[config.mk]
export PLATFORM = sky130hd
export DESIGN_NAME = router_fifo
export DESIGN_NICKNAME = d
export VERILOG_FILES = /design/src/rtl/router_pkg.sv /design/src/rtl/router_fifo.sv
export SDC_FILE = /design/constraint.sdc
export NUM_CORES = 1
export LEC_CHECK = 0
export ABC_CLOCK_PERIOD_IN_PS = 2400
export BUFFER_PORTS_ARGS = -buffer_cell sky130_fd_sc_hd__buf_2
export CAP_MARGIN = 20
export CORE_MARGIN = 2
export CORE_UTILIZATION = 50
export CTS_CLUSTER_DIAMETER = 80
export DETAILED_ROUTE_END_ITERATION = 6
export GPL_TIMING_DRIVEN = 0
export PLACE_DENSITY = 0.81
export SLEW_MARGIN = 15
export SYNTH_ARGS = -nofsm -noshare
export SYNTH_HDL_FRONTEND = slang
export SYNTH_SLANG_ARGS = --single-unit
[constraint.sdc]
create_clock -name clock -period 2.4 [get_ports clock]
set_clock_uncertainty 0.2 [all_clocks]
set_input_delay 0.48 -clock clock [delete_from_list [all_inputs] [get_ports clock]]
set_output_delay 0.48 -clock clock [all_outputs]
set_load 0.03 [all_outputs]
[src/rtl/router_pkg.sv]
// Shared constants and types for the router output FIFOs.
// Holds the FIFO geometry and packet header field positions
// (length in [7:2], destination address in [1:0]).
package router_pkg;

  localparam int DATA_W     = 8;
  localparam int FIFO_DEPTH = 16;
  localparam int PTR_W      = 5;   // 4 index bits + 1 wrap bit
  localparam int IDX_W      = PTR_W - 1;
  localparam int CNT_W      = 6;

  localparam int HDR_LEN_MSB  = 7;
  localparam int HDR_LEN_LSB  = 2;
  localparam int HDR_ADDR_MSB = 1;
  localparam int HDR_ADDR_LSB = 0;

  typedef struct packed {
    logic              hdr;
    logic [DATA_W-1:0] data;
  } fifo_entry_t;

  // Bytes still to be read after the header: payload length plus parity.
  function automatic logic [CNT_W-1:0] hdr_count(input logic [CNT_W-1:0] len);
    return len + CNT_W'(1);
  endfunction

endpackage

[src/rtl/router_fifo.sv]
// router_fifo: 16 x 9 output FIFO for one router destination port.
// Each entry stores {hdr, byte}; hdr marks a packet header byte. A packet
// counter tracks the bytes left in the packet being read so that data_out
// returns to 8'h00 once a packet has fully drained.
// Ports:
//   clock       rising-edge clock
//   reset       synchronous active-high reset
//   soft_reset  synchronous active-high flush (read timeout)
//   write_enb   write strobe
//   read_enb    read strobe
//   lfd_state   data_in is a header byte
//   data_in     byte to store
//   data_out    registered read data
//   full/empty  occupancy flags from registered pointers
module router_fifo
  import router_pkg::*;
(
  input  logic              clock,
  input  logic              reset,
  input  logic              soft_reset,
  input  logic              write_enb,
  input  logic              read_enb,
  input  logic              lfd_state,
  input  logic [DATA_W-1:0] data_in,
  output logic [DATA_W-1:0] data_out,
  output logic              full,
  output logic              empty
);

  fifo_entry_t       r_mem [FIFO_DEPTH];
  logic [PTR_W-1:0]  r_wr_ptr;
  logic [PTR_W-1:0]  r_rd_ptr;
  logic [CNT_W-1:0]  r_cnt;
  logic [DATA_W-1:0] r_data_out;

  logic        w_empty;
  logic        w_full;
  logic        w_flush;
  logic        w_wr;
  logic        w_rd;
  fifo_entry_t w_rd_entry;

  assign w_empty = (r_wr_ptr == r_rd_ptr);
  // Same index, opposite lap: writer is exactly one lap ahead.
  assign w_full  = (r_wr_ptr[IDX_W-1:0] == r_rd_ptr[IDX_W-1:0]) &&
                   (r_wr_ptr[IDX_W] != r_rd_ptr[IDX_W]);
  assign w_flush = reset | soft_reset;
  // Gated by this cycle's flags, so a read/write pair at full only reads
  // and at empty only writes.
  assign w_wr    = write_enb & ~w_full;
  assign w_rd    = read_enb & ~w_empty;

  assign w_rd_entry = r_mem[r_rd_ptr[IDX_W-1:0]];

  // Storage has no reset; a write coincident with a flush is dropped so the
  // array never changes while the pointers are being cleared.
  always_ff @(posedge clock) begin
    if (w_wr && !w_flush)
      r_mem[r_wr_ptr[IDX_W-1:0]] <= '{hdr: lfd_state, data: data_in};
  end

  always_ff @(posedge clock) begin
    if (w_flush) begin
      r_wr_ptr   <= '0;
      r_rd_ptr   <= '0;
      r_cnt      <= '0;
      r_data_out <= '0;
    end else begin
      if (w_wr)
        r_wr_ptr <= r_wr_ptr + PTR_W'(1);

      if (w_rd) begin
        r_rd_ptr   <= r_rd_ptr + PTR_W'(1);
        r_data_out <= w_rd_entry.data;
        if (w_rd_entry.hdr)
          r_cnt <= hdr_count(w_rd_entry.data[HDR_LEN_MSB:HDR_LEN_LSB]);
        else if (r_cnt != '0)
          r_cnt <= r_cnt - CNT_W'(1);
      end else if (r_cnt == '0) begin
        // Packet fully drained: idle the output bus.
        r_data_out <= '0;
      end
    end
  end

  assign data_out = r_data_out;
  assign full     = w_full;
  assign empty    = w_empty;

endmodule
After elaboration in Yosys (flattened, before gate mapping)
Memories as Yosys holds them, arrays and structs flattened. A register that Yosys moved wholly into a read port is not among the register bits.
Index checks and enable logic that the tools add are counted.
{"block": "word_totals", "ff_bits": 24, "mem_bits_rw": 144, "inputBits": 14, "output_inout_bits": 10, "wordCells": 33, "n_memories": 1}
{"memory": "r_mem", "depth": 16, "word_bits": 9, "read_ports": 1, "rd_clocked_by_memory_dff": 1, "wr": 1, "line_no": "router_fifo.sv:30", "source": "fifo_entry_t r_mem [FIFO_DEPTH];"}
{"block": "classes", "addsub": 4, "n_eq_ne": 3, "n_mux": 8, "bitwise_logic": 5, "n_reduce_logical": 8}
{"operator": "8-bit two-way mux", "n": 2}
{"operator": "6-bit two-way mux", "n": 2}
{"operator": "5-bit by 1-bit adder with 5-bit output, second input constant", "n": 2}
{"operator": "4-bit two-way mux", "n": 2}
{"operator": "6-bit by 1-bit adder with 6-bit output, second input constant", "n": 1}
{"operator": "6-bit zero test", "n": 1}
{"operator": "6-bit nonzero test", "n": 1}
{"operator": "6-bit by 1-bit subtractor with 6-bit output, second input constant", "n": 1}
{"operator": "5-bit == test", "n": 1}
{"operator": "4-bit == test", "n": 1}
{"operator": "2-bit nonzero test", "n": 2}
{"operator": "1-bit bitwise AND", "n": 2}
{"operator": "1-bit logical AND", "n": 2}
{"operator": "1-bit two-way mux", "n": 2}
{"operator": "1-bit NOT", "n": 2}
{"operator": "2-bit AND reduction", "n": 1}
{"operator": "1-bit zero test", "n": 1}
{"operator": "1-bit != test", "n": 1}
{"operator": "1-bit bitwise OR", "n": 1}

Depth between registers and ports, before layout
Gate-level depths: netlist of the first run.
{"block": "depth", "word_depth": 7, "ltp_mapped": 10, "ltp_nobuf": 7}

Worst setup path before layout of the first run
Ideal clock, no wire load.
{"block": "synth_timing", "kind": "flip-flop to flip-flop", "start": "reg r_wr_ptr[2]", "end": "mem r_mem[3][0] in the netlist's numbering, enable pin", "setup_ns": 0.387, "arrival_ns": 2.009, "required_time_ns": 1.813, "setup_slack_ns": -0.196, "stages_incl_launch_ff": 8, "path_buffers": 1, "period_less_slack_ns": 2.596, "cell_sequence": "dfxtp_1 clkbuf_1 xnor2_1 nand4_1 o21a_1 and2_1 nand2_1 nor3_1"}
{"block": "synth_via", "elab_chain_len": 7}
{"item": "start: declaration", "line_no": "router_fifo.sv:31", "source": "logic [PTR_W-1:0] r_wr_ptr;"}
{"item": "start signal: assignment", "line_no": "router_fifo.sv:70", "source": "r_wr_ptr <= r_wr_ptr + PTR_W'(1);"}
{"item": "4-bit == test", "line_no": "router_fifo.sv:45", "source": "assign w_full = (r_wr_ptr[IDX_W-1:0] == r_rd_ptr[IDX_W-1:0]) &&"}
{"item": "1-bit logical AND", "line_no": "router_fifo.sv:45"}
{"item": "1-bit NOT", "line_no": "router_fifo.sv:50", "source": "assign w_wr = write_enb & ~w_full;"}
{"item": "1-bit bitwise AND", "line_no": "router_fifo.sv:50"}
{"item": "1-bit logical AND", "line_no": "router_fifo.sv:58", "source": "if (w_wr && !w_flush)"}
{"item": "1-bit two-way mux", "line_no": "router_fifo.sv:58"}
{"item": "1-bit two-way mux (not written as such)", "line_no": "router_fifo.sv:59", "source": "r_mem[r_wr_ptr[IDX_W-1:0]] <= '{hdr: lfd_state, data: data_in};"}
{"item": "end: declaration", "line_no": "router_fifo.sv:30"}
Several ways; a longest one is shown, not always the timed one.

==> results.py, run 1 <==
metrics = {
    "outcome": {
        "status": "finished with violations",
        "violations": "setup timing",
    },
    "worst_setup_path": {
        "cp-start-kind": "register",
        "cp.arrival_ns": 2.81,
        "r2r_slack_ns": -0.25,
        "cp_data_required_time_ns": 2.56,
        "reg2regPathDepth": 7,
        "cp_max_fo": 4,
        "r2r-end": "r_cnt[5]",
        "endpoint_kind": "register",
        "worstSetupPathType": "reg -> reg",
    },
    "floorplanning": {
        "core-area_mm2": 0.0133,
        "die_h_um": 121,
        "die_w_um": 121,
        "initial_core_util": 0.516,
        "io-pin-count": 24,
        "dieArea_mm2": 0.0147,
        "row_count": 42,
    },
    "place": {
        "dp_cells": 606,
        "gp_congestion": 0.819,
        "dp_hpwl_um": 9320,
        "io_buffers": 23,
    },
    "synthesis": {
        "yosys_warnings": 0,
        "synth.ff_latch_count": 172,
        "ys.flop_type": "edfxtp_1",
        "synth_area_leader_cell": "edfxtp_1",
        "seq_area_frac_synth": 0.712,
        "ys_top_cells_by_area": "edfxtp_1, mux4_2, dfxtp_1",
        "ys_types": 39,
        "avgSynthCellArea_um2": 17.2,
        "synthArstFlopShare": 0,
        "netlist.area_leader.share": 0.630,
        "synth_edf_count": 144,
        "synthCells": 399,
        "synth_area_mm2": 0.00686,
        "synth_nets": 421,
    },
    "power": {
        "power_density_mw_per_mm2": 688,
        "ir_drop_v": 0.000619,
        "p_leak_nw": 2.85,
    },
    "clocking": {
        "clk_pin_slew_ns": 0.07,
        "tritoncts.num_buffers": 17,
        "cts_max_level": 4,
        "clkSinkCount": 172,
        "worstSkewPairLatency_ns": 0.43,
        "cts_hold_buf": 0,
        "ctsRootBufferMaster": "clkbuf_16",
        "cts_tree": "yes",
        "clockBufferDepth": 2,
    },
    "detailed_routing": {
        "dr.pass1.iters": 5,
        "drc": 0,
        "viasPerCell": 6.14,
        "postRouteWirelength_um": 16900,
        "drtAntennaViolNets": 0,
        "wl_per_cell_um": 24.7,
        "num_vias": 4202,
        "first_iter_violations": 479,
    },
    "cells_and_area": {
        "nets": 517,
        "mostFrequentLayoutCells": "edfxtp_1, mux4_2, buf_4",
        "layout_commonest_cell": "edfxtp_1",
        "finalNonFillerCells": 684,
        "post-route-util": 0.650,
        "diodes": 0,
        "drive_gt1_frac": 0.419,
        "syn_to_final_growth_pct": 26.0,
        "fillCellCount": 846,
    },
    "grt": {
        "antenna_found_initial": 0,
        "grt-busiest-layer": "met2",
        "grt_max_degree": 17,
        "grt_pass1_vias": 4216,
        "grt_first_pass_wirelength_um": 24800,
        "use_met3": 0.0578,
        "grt_util_met1": 0.299,
        "grtUsageTotal": 0.242,
        "grt_overflow": 0,
        "met2_usage": 0.389,
    },
    "sta": {
        "setup_viol": 7,
        "final_max_slew_viol_count": 0,
        "slew_headroom": 0.640,
        "fin_crit_sh": 1.11,
        "max_freq_mhz": 377,
        "tightest_slew_ns": 0.536,
        "hold_viol_final": 0,
        "setup_ws_ns": -0.255,
        "layout_min_cycle_time_ns": 2.65,
        "rsz0062_at_grt": "true",
    },
    "worst_hold_path": {
        "whs_path_depth": 4,
        "hp-start": "soft_reset",
        "hold_path_end": "r_cnt[3]",
        "min_path_type": "in -> reg",
    },
    "run": {
        "drv_cap": 0,
    },
}
==> synth_stat cells (all sizes together), types with 3 or more instances <==
library cell / instances
o21ai: 9
inv: 4
mux4: 40
dfxtp: 28
a22oi: 11
nand2b: 3
nand2: 24
nand4: 5
and2: 3
buf: 12
xnor2: 7
xor2: 8
nand3: 12
ha: 8
a21oi: 14
nor2: 31
clkbuf: 8
nor3: 7
edfxtp: 144
==> metrics by stage <==
step / hold WS, ns / cell area, um2 / setup TNS, ns / power (mW) / worst slack [ns]
5_1_grt: 0.213 / 8650 / -1.92 / 6.09 / -0.344
4_1_cts: 0.157 / 8460 / -0.518 / 5.93 / -0.170
2_1_floorplan: 0.266 / 6890 / -7.09 / 3.41 / -0.196
3_5_place_dp: 0.268 / 7320 / -100.17 / 3.48 / -0.868
6_report: 0.187 / 8650 / -1.08 / 5.95 / -0.255
3_3_place_gp: 0.259 / 7220 / -104.78 / 3.47 / -1.04
==> report_power, final <==
part	total, mW	leakage [nW]	switching [mW]	internal [mW]
clock	2.47	0.257	1.15	1.33
combinational	0.228	1.07	0.136	0.0920
sequential	3.25	1.52	0.00772	3.24
==> layer usage <==
layer	part of all wire	vias to the layer above
met3	0.073	66
met2	0.50	264
met4	0.056	0
met5	0	-
met1	0.38	2103
li1	-	1769
==> logic make-up after synthesis <==
family	after synthesis	share of synthesized area
XOR/XNOR	15	0.0192
multiplexers	41	0.133
buffers and inverters	24	0.0164
adder cells (fa/ha/maj)	8	0.0146
AO/OA/AOI/OAI	43	0.0399
AND/OR/NAND/NOR	96	0.0651
flip-flops	172	0.712
==> area by class of cell <==
cell class / count / area, um2 / area share
Clock inverter: 13 / 92.6 / 0.0107
Multi-Input combinational cell: 203 / 2150 / 0.249
Tap cell: 176 / 220 / 0.0255
Inverter: 4 / 15.0 / 0.00174
Buffer: 17 / 143 / 0.0165
Sequential cell: 172 / 4900 / 0.566
Timing Repair Buffer: 80 / 692 / 0.0800
Clock buffer: 19 / 433 / 0.0501
==> how the worst max path moves through the flow <==
stage	start	end	slack [ns]	cells after the start
CTS	register	r_cnt[5]	-0.17	6
detailed placement	r_wr_ptr[3]	r_mem[15][1]	-0.87	7
floorplan	r_wr_ptr[2]	r_mem[3][0]	-0.20	7
global placement	r_wr_ptr[2]	r_mem[1][1]	-1.04	7
global route	register	r_cnt[4]	-0.34	10
finish	register	r_cnt[5]	-0.25	7
==> timing repair <==
item | in CTS | in global routing
cloned | 2 | 0
pin swaps | 25 | 7
endpoints found under the setup margin | 165 | 162
buffers inserted | 34 | 14
gates resized for setup | 74 | 24
==> critical path, stage by stage (launching register included) <==
cell and delay (ns):
dfxtp_2 0.34, buf_4 0.11, buf_6 0.11, mux4_2 0.50
mux4_2 0.51, or4_1 0.42, or3_4 0.34, o211ai_2 0.06
==> state kept, by name (all words and copies together), names as in the netlist, named ones only <==
name / flops
data_out: 8
r_cnt: 6
r_mem: 144
r_rd_ptr: 5
r_wr_ptr: 5
(Power assumes the default switching activity.)
==> run 2: changes to the inputs <==
Settings changed: CELL_PAD_IN_SITES_DETAIL_PLACEMENT from default to 0, CELL_PAD_IN_SITES_GLOBAL_PLACEMENT from default to 1, CORE_UTILIZATION 50 to 48, PLACE_DENSITY 0.81 to 0.87.
==> results.py, run 2 (synthesis results as in run 1) <==
metrics = {
    "sta": {
        "final_max_slew_viol_count": 0,
        "setup_viol": 6,
        "setup_ws_ns": -0.198,
        "rsz0062_at_grt": "true",
        "layout_min_cycle_time_ns": 2.60,
        "max_freq_mhz": 385,
        "fin_crit_sh": 1.08,
        "hold_viol_final": 0,
        "hold_slack_ns": 0.220,
        "slew_headroom": 0.668,
        "tightest_slew_ns": 0.498,
    },
    "detailed_routing": {
        "viasPerCell": 5.88,
        "num_vias": 3977,
        "first_iter_violations": 386,
        "postRouteWirelength_um": 16000,
        "drtAntennaViolNets": 0,
        "dr.pass1.iters": 5,
        "drc": 0,
        "wl_per_cell_um": 23.7,
    },
    "cells_and_area": {
        "finalNonFillerCells": 676,
        "diodes": 0,
        "post-route-util": 0.614,
        "mostFrequentLayoutCells": "edfxtp_1, mux4_2, buf_4",
        "drive_gt1_frac": 0.399,
        "largest_reg_flops": 144,
        "syn_to_final_growth_pct": 24.7,
        "fillCellCount": 967,
        "nets": 505,
        "fin_area_mm2": 0.00855,
        "layout_commonest_cell": "edfxtp_1",
    },
    "floorplanning": {
        "io-pin-count": 24,
        "initial_core_util": 0.492,
        "die_w_um": 124,
        "dieArea_mm2": 0.0153,
        "row_count": 43,
        "die_h_um": 124,
        "core-area_mm2": 0.0139,
    },
    "clocking": {
        "cts_hold_buf": 0,
        "worstSkewPairLatency_ns": 0.43,
        "tritoncts.num_buffers": 17,
        "clockBufferDepth": 2,
        "clk_pin_slew_ns": 0.07,
        "cts_tree": "yes",
        "ctsRootBufferMaster": "clkbuf_16",
        "clkSinkCount": 172,
        "cts_max_level": 4,
    },
    "power": {
        "p_leak_nw": 2.77,
        "ir_drop_v": 0.000563,
        "power_density_mw_per_mm2": 697,
    },
    "worst_setup_path": {
        "worstSetupPathType": "reg -> reg",
        "critical_path.cell_chain": "buf_6 -> mux4_2 -> mux4_2 -> or4_1 -> or3_4 -> o211ai_2",
        "endpoint_kind": "register",
        "cp_data_required_time_ns": 2.57,
        "r2r_slack_ns": -0.20,
        "cpMaxStageDelayCell": "mux4_2",
        "cpLargestDelayFamily": "multiplexers",
        "cp.arrival_ns": 2.76,
        "crit_buf_inv": 1,
        "cp-start-kind": "register",
        "crit_top_cell": "mux4_2",
        "slowest_delay_ns": 0.53,
        "cp_max_fo": 5,
    },
    "outcome": {
        "status": "finished with violations",
        "violations": "setup timing",
    },
    "place": {
        "io_buffers": 23,
        "gp_congestion": 0.819,
        "dp_hpwl_um": 9200,
        "placement.cell_area_mm2": 0.00734,
        "dp_cells": 610,
    },
    "run": {
        "drv_cap": 0,
    },
    "grt": {
        "grt_first_pass_wirelength_um": 23300,
        "grt_pass1_vias": 3901,
        "grt_overflow": 0,
        "antenna_found_initial": 0,
        "grtUsageTotal": 0.223,
        "grt_max_degree": 17,
    },
    "worst_hold_path": {
        "min_path_type": "in -> reg",
    },
}
[run 2: where the power goes]
group          internal [mW]  switching (mW)  total (mW)
Sequential              3.24         0.00693        3.25
Clock                   1.41            1.09        2.50
Combinational         0.0835           0.128       0.212
Total                   4.73            1.23        5.96
[run 2: routing by layer]
metal,vias up,track usage,share of wire
li1,1734,-,-
met1,2030,0.279,0.39
met2,174,0.357,0.51
met3,39,0.0466,0.062
met4,0,0.136,0.042
met5,-,0,0
[run 2: path summary, 6_finish.rpt]
| check | startpoint | endpoint | cells after the start |
|---|---|---|---|
| hold reg to reg | data_out[4] | data_out[4] | 2 |
| hold / removal | lfd_state | r_mem[10][8] | 1 |
| setup reg to reg | register | r_cnt[5] | 6 |
| setup / recovery | register | r_cnt[5] | 6 |
[run 2: per-stage QoR]
stage	TNS (ns)	power [mW]	setup slack (ns)
3_5_place_dp	-101.55	3.49	-0.875
6_report	-0.789	5.96	-0.198
5_1_grt	-1.27	6.10	-0.281
2_1_floorplan	-7.09	3.41	-0.196
3_3_place_gp	-124.39	3.48	-1.30
4_1_cts	-0.564	5.98	-0.177
[run 2: worst register-to-register path, stage by stage, from the launching register on]
cell and delay [ns]:
dfxtp_2 0.35, buf_6 0.14, mux4_2 0.51, mux4_2 0.53, or4_1 0.41, or3_4 0.33, o211ai_2 0.06
[run 2: final cells by class]
class                           count  area (um2)  share of cell area
Buffer                             17         145              0.0170
Multi-Input combinational cell    203        2120               0.248
Tap cell                          180         225              0.0263
Inverter                            4        15.0             0.00176
Sequential cell                   172        4900               0.572
Clock inverter                     13         103              0.0120
Timing Repair Buffer               68         617              0.0721
Clock buffer                       19         433              0.0506
[run 2: what timing repair did]
action | CTS | global route
buffers inserted | 31 | 4
hold endpoints to repair | 0 | 0
gates cloned | 1 | 1
resized for setup | 68 | 17
endpoints found under the setup margin | 162 | 160
pin swaps | 21 | 4
